--- config.mk ---
export PLATFORM = sky130hd
export DESIGN_NAME = ahb_req_arbiter
export DESIGN_NICKNAME = d
export VERILOG_FILES = /design/src/rtl/ahb_req_arbiter.sv
export SDC_FILE = /design/constraint.sdc
export NUM_CORES = 1
export LEC_CHECK = 0
export BUFFER_PORTS_ARGS = -buffer_cell sky130_fd_sc_hd__buf_2
export CAP_MARGIN = 20
export CORE_AREA = 2 2 168 170
export CTS_BUF_LIST = sky130_fd_sc_hd__clkbuf_2
export DETAILED_ROUTE_END_ITERATION = 12
export DIE_AREA = 0 0 170 172
export PLACE_DENSITY_LB_ADDON = 0.12
export RECOVER_POWER = 50
export SYNTH_ARGS = -nofsm -noshare
export SYNTH_HDL_FRONTEND = slang
export SYNTH_SLANG_ARGS = --single-unit
--- constraint.sdc ---
create_clock -name i_clk -period 4.3 [get_ports i_clk]
set_input_delay 0.645 -clock i_clk [delete_from_list [all_inputs] [get_ports i_clk]]
set_output_delay 0.645 -clock i_clk [all_outputs]
set_load 0.01 [all_outputs]
--- src/rtl/ahb_req_arbiter.sv ---
// Round-robin arbiter funnelling NUM_REQ requesters into a single ahb_master
// request port; one transfer outstanding at a time.
module ahb_req_arbiter #(
  parameter int unsigned NUM_REQ    = 4,
  parameter int unsigned ADDR_WIDTH = 32,
  parameter int unsigned DATA_WIDTH = 32
) (
  input  logic                           i_clk,
  input  logic                           i_reset,
  input  logic [NUM_REQ-1:0]             i_req_valid,
  input  logic [NUM_REQ-1:0]             i_req_read,
  input  logic [NUM_REQ*ADDR_WIDTH-1:0]  i_req_addr,
  input  logic [NUM_REQ*5-1:0]           i_req_sz,
  input  logic [NUM_REQ-1:0]             i_req_wdata_valid,
  input  logic [NUM_REQ*DATA_WIDTH-1:0]  i_req_wdata,
  output logic [NUM_REQ-1:0]             o_req_ack,
  output logic [NUM_REQ-1:0]             o_req_rddata_valid,
  output logic [DATA_WIDTH-1:0]          o_req_rdata,
  output logic                           o_m_req_valid,
  output logic                           o_m_req_read,
  output logic [ADDR_WIDTH-1:0]          o_m_req_addr,
  output logic [4:0]                     o_m_req_sz,
  output logic                           o_m_req_wdata_valid,
  output logic [DATA_WIDTH-1:0]          o_m_req_wdata,
  input  logic                           i_m_rddata_valid,
  input  logic [DATA_WIDTH-1:0]          i_m_rdata,
  input  logic                           i_m_ahb_busy
);

  localparam int unsigned SZ_W  = 5;
  localparam int unsigned CNT_W = 6;
  localparam int unsigned PTR_W = (NUM_REQ > 1) ? $clog2(NUM_REQ) : 1;

  typedef enum logic [2:0] {
    IDLE  = 3'd0,
    ISSUE = 3'd1,
    WDATA = 3'd2,
    RDATA = 3'd3,
    DRAIN = 3'd4
  } state_e;

  state_e                 state_q, state_d;
  logic [PTR_W-1:0]       rr_ptr_q, rr_ptr_d;
  logic [PTR_W-1:0]       owner_q, owner_d;
  logic                   read_q, read_d;
  logic [ADDR_WIDTH-1:0]  addr_q, addr_d;
  logic [SZ_W-1:0]        sz_q, sz_d;
  logic [CNT_W-1:0]       cnt_q, cnt_d;

  logic                   win_found;
  logic [PTR_W-1:0]       win_idx;
  logic [PTR_W-1:0]       scan_idx;

  logic                   owner_wvalid;
  logic [DATA_WIDTH-1:0]  owner_wdata;
  logic                   wr_phase;
  logic                   wr_beat;
  logic                   rd_beat;
  logic [CNT_W-1:0]       beat_target;
  logic [CNT_W-1:0]       cnt_inc;
  logic                   last_beat;

  // Owner's write-side view and beat bookkeeping shared by both comb blocks.
  // Write beats are only taken for write transfers so a read owner's strobe
  // can never advance the counter.
  assign owner_wvalid = i_req_wdata_valid[owner_q];
  assign owner_wdata  = i_req_wdata[32'(owner_q)*DATA_WIDTH +: DATA_WIDTH];
  assign wr_phase     = ((state_q == ISSUE) || (state_q == WDATA)) && !read_q;
  assign wr_beat      = wr_phase && owner_wvalid;
  assign rd_beat      = (state_q == RDATA) && i_m_rddata_valid;
  assign beat_target  = CNT_W'(sz_q) + CNT_W'(1);
  assign cnt_inc      = cnt_q + CNT_W'(1);
  assign last_beat    = (cnt_inc == beat_target);

  // Round-robin search: first valid requester at or after rr_ptr.
  always_comb begin
    win_found = 1'b0;
    win_idx   = '0;
    scan_idx  = '0;
    for (int unsigned i = 0; i < NUM_REQ; i++) begin
      scan_idx = PTR_W'((32'(rr_ptr_q) + i) % NUM_REQ);
      if (!win_found && i_req_valid[scan_idx]) begin
        win_found = 1'b1;
        win_idx   = scan_idx;
      end
    end
  end

  // State and transfer-context registers.
  always_ff @(posedge i_clk) begin
    if (i_reset) begin
      state_q  <= IDLE;
      rr_ptr_q <= '0;
      owner_q  <= '0;
      read_q   <= 1'b0;
      addr_q   <= '0;
      sz_q     <= '0;
      cnt_q    <= '0;
    end else begin
      state_q  <= state_d;
      rr_ptr_q <= rr_ptr_d;
      owner_q  <= owner_d;
      read_q   <= read_d;
      addr_q   <= addr_d;
      sz_q     <= sz_d;
      cnt_q    <= cnt_d;
    end
  end

  // Next-state and context update.
  always_comb begin
    state_d  = state_q;
    rr_ptr_d = rr_ptr_q;
    owner_d  = owner_q;
    read_d   = read_q;
    addr_d   = addr_q;
    sz_d     = sz_q;
    cnt_d    = cnt_q;
    case (state_q)
      IDLE: begin
        if (!i_m_ahb_busy && win_found) begin
          owner_d = win_idx;
          read_d  = i_req_read[win_idx];
          addr_d  = i_req_addr[32'(win_idx)*ADDR_WIDTH +: ADDR_WIDTH];
          sz_d    = i_req_sz[32'(win_idx)*SZ_W +: SZ_W];
          cnt_d   = '0;
          state_d = ISSUE;
        end
      end
      ISSUE: begin
        if (read_q) begin
          state_d = RDATA;
        end else if (wr_beat) begin
          cnt_d   = cnt_inc;
          state_d = last_beat ? DRAIN : WDATA;
        end else begin
          state_d = WDATA;
        end
      end
      WDATA: begin
        if (wr_beat) begin
          cnt_d = cnt_inc;
          if (last_beat) state_d = DRAIN;
        end
      end
      RDATA: begin
        if (rd_beat) begin
          cnt_d = cnt_inc;
          if (last_beat) state_d = DRAIN;
        end
      end
      DRAIN: begin
        if (!i_m_ahb_busy) begin
          rr_ptr_d = (owner_q == PTR_W'(NUM_REQ - 1)) ? '0 : owner_q + PTR_W'(1);
          state_d  = IDLE;
        end
      end
      default: state_d = IDLE;
    endcase
  end

  // Output decode; write and read beats are forwarded combinationally.
  always_comb begin
    o_req_ack           = '0;
    o_req_rddata_valid  = '0;
    o_req_rdata         = '0;
    o_m_req_valid       = 1'b0;
    o_m_req_read        = 1'b0;
    o_m_req_addr        = '0;
    o_m_req_sz          = '0;
    o_m_req_wdata_valid = 1'b0;
    o_m_req_wdata       = '0;
    if (state_q == ISSUE) begin
      o_req_ack     = NUM_REQ'(1) << owner_q;
      o_m_req_valid = 1'b1;
      o_m_req_read  = read_q;
      o_m_req_addr  = addr_q;
      o_m_req_sz    = sz_q;
    end
    if (wr_phase) begin
      o_m_req_wdata_valid = owner_wvalid;
      o_m_req_wdata       = owner_wdata;
    end
    if (rd_beat) begin
      o_req_rddata_valid = NUM_REQ'(1) << owner_q;
      o_req_rdata        = i_m_rdata;
    end
  end

endmodule

# Word level (Yosys, flattened, before mapping)
# Cells that the tools add are included.
# op_classes
reduce_logical	19
add_sub_neg	6
order_cmp	6
mux	44
mul	1
bitwise	1
shifts	4
eq_ne	11
# op_table
cell	n
variable part select 128 x 8 -> 32 bit	2
2-to-1 mux 32 bit	3
2-to-1 mux 3 bit	8
2-to-1 mux 6 bit	4
case mux 6 bit (4 select lines)	1
variable part select 20 x 6 -> 5 bit	1
< comparator 2 x 3 -> 1 bit (second input constant)	6
case mux 3 bit (5 select lines)	1
2-to-1 mux 1 bit	13
binary-select mux 1 bit (select 2 bit)	6
2-to-1 mux 2 bit	5
inequality test 2 bit (second input constant)	5
2-to-1 mux 4 bit	2
AND reduction 4 bit	2
logical AND 1 bit	7
adder 5 x 1 -> 6 bit (second input constant)	1
adder 6 x 1 -> 6 bit (second input constant)	1
== test 3 x 2 -> 1 bit (second input constant)	2
== test 6 bit	1
logical NOT 1 bit	5
multiplier 2 x 3 -> 5 bit (second input constant)	1
2-to-1 mux 5 bit	1
adder 2 x 1 -> 2 bit (second input constant)	2
adder 2 bit (second input constant)	2
other kinds (9)	10
# word_totals
reg_bits	51

# Longest topological paths before layout
# logic_depth
ltp_word	15
ltp_mapped	9

# Worst setup path before layout
# Ideal clock, no wire load.
# synth_path
kind	register to output
from	register owner_q[0]
to	output port o_m_req_wdata[24]
path_stages_with_launch	5
slack_ns	1.856
arrival_time_ns	1.799
path_cell_list	dfxtp_1 -> buf_2 -> buf_1 -> mux4_2 -> and3_1
# synth_between
elab_chain_cells	2
# synth_lines
element	line	source
from (decl)	44	logic [PTR_W-1:0] owner_q, owner_d;
from (signal assigned)	102	owner_q <= owner_d;
variable part select 128 x 8 -> 32 bit	67	assign owner_wdata = i_req_wdata[32'(owner_q)*DATA_WIDTH +: DATA_WIDTH];
2-to-1 mux 32 bit	180	if (wr_phase) begin
to (decl)	24	output logic [DATA_WIDTH-1:0] o_m_req_wdata,
# Every way passes these cells.

# Final worst setup path
# layout_path
from	register state_q[1]
to	output port o_req_rdata[29]
# layout_between
elab_chain_cells	3
# layout_lines
element	line	source
from (decl)	42	state_e state_q, state_d;
from (signal assigned)	100	state_q <= state_d;
== test 3 x 2 -> 1 bit	70	assign rd_beat = (state_q == RDATA) && i_m_rddata_valid;
logical AND 1 bit	70	
2-to-1 mux 32 bit	184	if (rd_beat) begin
to (decl)	18	output logic [DATA_WIDTH-1:0] o_req_rdata,
# Every way passes these cells.

==> impl_metrics.tcl <==
set metrics [dict create \
    status "finished, violations left" \
    violations "capacitance limit, slew limit" \
    cts-htree-levels 2 \
    dieArea_sq_um 29200 \
    path_class "reg2out" \
    crit_top_cell "clkbuf_1" \
    ant_nets 0 \
    power.density_nw_per_um2 304 \
    final_common_cell "buf_2" \
    first_pass_iters 4 \
    max_stage_delay_ns 0.89 \
    synth_edf_count 0 \
    drtIter0Drc 151 \
    multi_input_area_sq_um 3850 \
    finClkSkew_ns 0.0626 \
    leakage_nw 3.76 \
    synth_seq_cells 51 \
    ir_worst_vdd_mv 0.160 \
    io_pins 436 \
    gp_congestion 0.824 \
    crit_buf_inv 2 \
    cts_hold_buffers 0 \
    ys_types 43 \
    crit_slowest_cell "clkbuf_1" \
    cts_tree "built" \
    final_cell_mix "buf_2, mux2i_1, and2_1" \
    tightestPinTransition_ns 2.15 \
    area_delta_synth_final_pct 47.3 \
    clock.fmax_mhz 289 \
    end_kind "output port" \
    yosys_warnings 0 \
    cts-root-buf "clkbuf_2" \
    numCtsBuffers 5 \
    crit_required_ns 3.65 \
    grt_usage_pct 16.3 \
    power.total_mw 2.32 \
    num_rows 61 \
    synth_nets 881 \
    clockBufferDepth 2 \
    clk_pin_slew_worst_paths_ns 0.31 \
    synth-async-reset-ratio_pct 0 \
    fill_cells 3073 \
    finalMaxSlewViolations 42 \
    fp.dieH_um 172 \
    core_sq_um 27500 \
    path_cells "nand3_1 -> nor2_2 -> clkbuf_1 -> and2_1 -> clkbuf_1" \
    worst_setup_path_start_kind "flop" \
    whs_ns 0.397 \
    grt.overflow.total 0 \
    period_needed_ns 3.46 \
    slew_headroom_pct -43.6 \
    grt_max_degree 52 \
    rsz0062_at_grt "no" \
    drcViolationCount 0 \
    grt_use_met3_pct 4.88 \
    finalHoldViolations 0 \
    grtUsageMet2_pct 31.7 \
    finalSetupTns_ns 0 \
    avgSynthCellArea_sq_um 9.42 \
    fp.dieW_um 170 \
    routedWlPerCell_um 19.3 \
    grtUsageMet1_pct 16.7 \
    postCtsSetupRepairBufs 0 \
    syn-cell-area_sq_um 5190 \
    critical_path_peak_fanout 36 \
    drive_above_1_share_pct 54.8 \
    clkLatencyLatePin_ns 0.52 \
    final_core_util_pct 27.8 \
    antenna_found_initial 4 \
    ys_seq_area_share_pct 19.7 \
    cts_sinks 51 \
    synthCells 551 \
    grt_pass1_wl_um 35800 \
    floorplan.initialDensity_pct 18.9 \
    place_hpwl_um 20200 \
    critical_path_arrival_ns 2.81 \
    busiest_layer "met2" \
    seqCellArea_sq_um 1020 \
    grt_pass1_vias 5892 \
    post_cts_resized 0 \
    via_per_inst 4.50 \
    setup_violations 0 \
    dominantRegCellSynth "dfxtp_1" \
    drv_cap 1 \
    nNetsFinal 1283 \
    hold_path_class "in2reg" \
    vias 5863 \
    routed_wl_um 25100 \
    port_buffers 435 \
    crit_family "buffers and inverters" \
    period_share_pct 80.4 \
]
## power by group
part,total (mW),switching [mW],internal [mW],leakage [nW]
Combinational,1.44,0.802,0.634,3.31
Sequential,0.664,0.100,0.564,0.418
Clock,0.225,0.183,0.0419,0.0306
## synthesized netlist by cell type, types with 7 or more instances
master	number	area (sq um)
inv_1	7	26.3
clkbuf_1	28	105
o21ai_2	20	175
buf_2	12	60.1
mux4_2	33	743
mux2_2	39	439
mux2i_1	81	811
and3_1	35	219
nor2_1	18	67.6
xnor2_1	7	61.3
nand3b_1	38	285
nand2_1	8	30.0
and2_1	78	488
a21oi_1	13	65.1
o21ai_0	22	110
dfxtp_1	51	1020
## routing by layer
| metal | part of all wire (%) | up-vias |
|---|---|---|
| li1 | - | 2818 |
| met3 | 8.8 | 21 |
| met2 | 52 | 273 |
| met1 | 36 | 2747 |
| met4 | 2.8 | 4 |
| met5 | 0.11 | - |
## layout make-up
cell class / count / share of cell area (%)
clock buffers: 6 / 0.393
multi-input cells: 440 / 50.4
repair buffers: 448 / 29.6
flip-flops and latches: 51 / 13.4
clock inverters: 2 / 0.164
well taps: 346 / 5.66
inverters: 7 / 0.344
diodes: 3 / 0.0982
## flip-flops by register name (all words and copies together), names as in the netlist
register,cells
addr_q,32
cnt_q,6
owner_q,2
read_q,1
rr_ptr_q,2
state_q,3
sz_q,5
## worst min-delay path, stage by stage
cell and delay, ns:
buf_2 0.13, nand3_1 0.08, a21oi_1 0.06
## path summary, 6_finish.rpt
check                          startpoint  depth (start not counted)  slack (ns)                      end
setup / recovery  state_q[1]$_SDFFE_PP0P_                          5        0.84          o_req_rdata[29]
hold / removal               i_m_ahb_busy                          3        0.40  state_q[2]$_SDFFE_PP0P_
setup reg to reg  state_q[1]$_SDFFE_PP0P_                          5        0.87  owner_q[0]$_SDFFE_PP0P_
hold reg to reg   addr_q[19]$_SDFFE_PP0P_                          2        0.50  addr_q[19]$_SDFFE_PP0P_
## stage by stage
step | cells | setup slack, ns | area (sq um)
floorplan | 551 | 1.86 | 5190
global placement | 1292 | 1.41 | 7700
detailed placement | 1292 | 1.37 | 7700
CTS | 1300 | 0.907 | 7740
global route | 1302 | 0.460 | 7650
finish | 1303 | 0.845 | 7650
## cell families (layout without fill, tap and decap cells)
group	Yosys count	count (layout)	synth area share, %
flip-flops	51	51	19.7
multiplexers	153	153	38.4
AO/OA/AOI/OAI	66	66	8.51
buffers and inverters	60	463	5.57
AND/OR/NAND/NOR	204	204	24.3
adder cells (fa/ha/maj)	6	6	1.45
XOR/XNOR	11	11	2.15
other	0	3	0
Note: power is estimated with default switching activity, not from simulation.
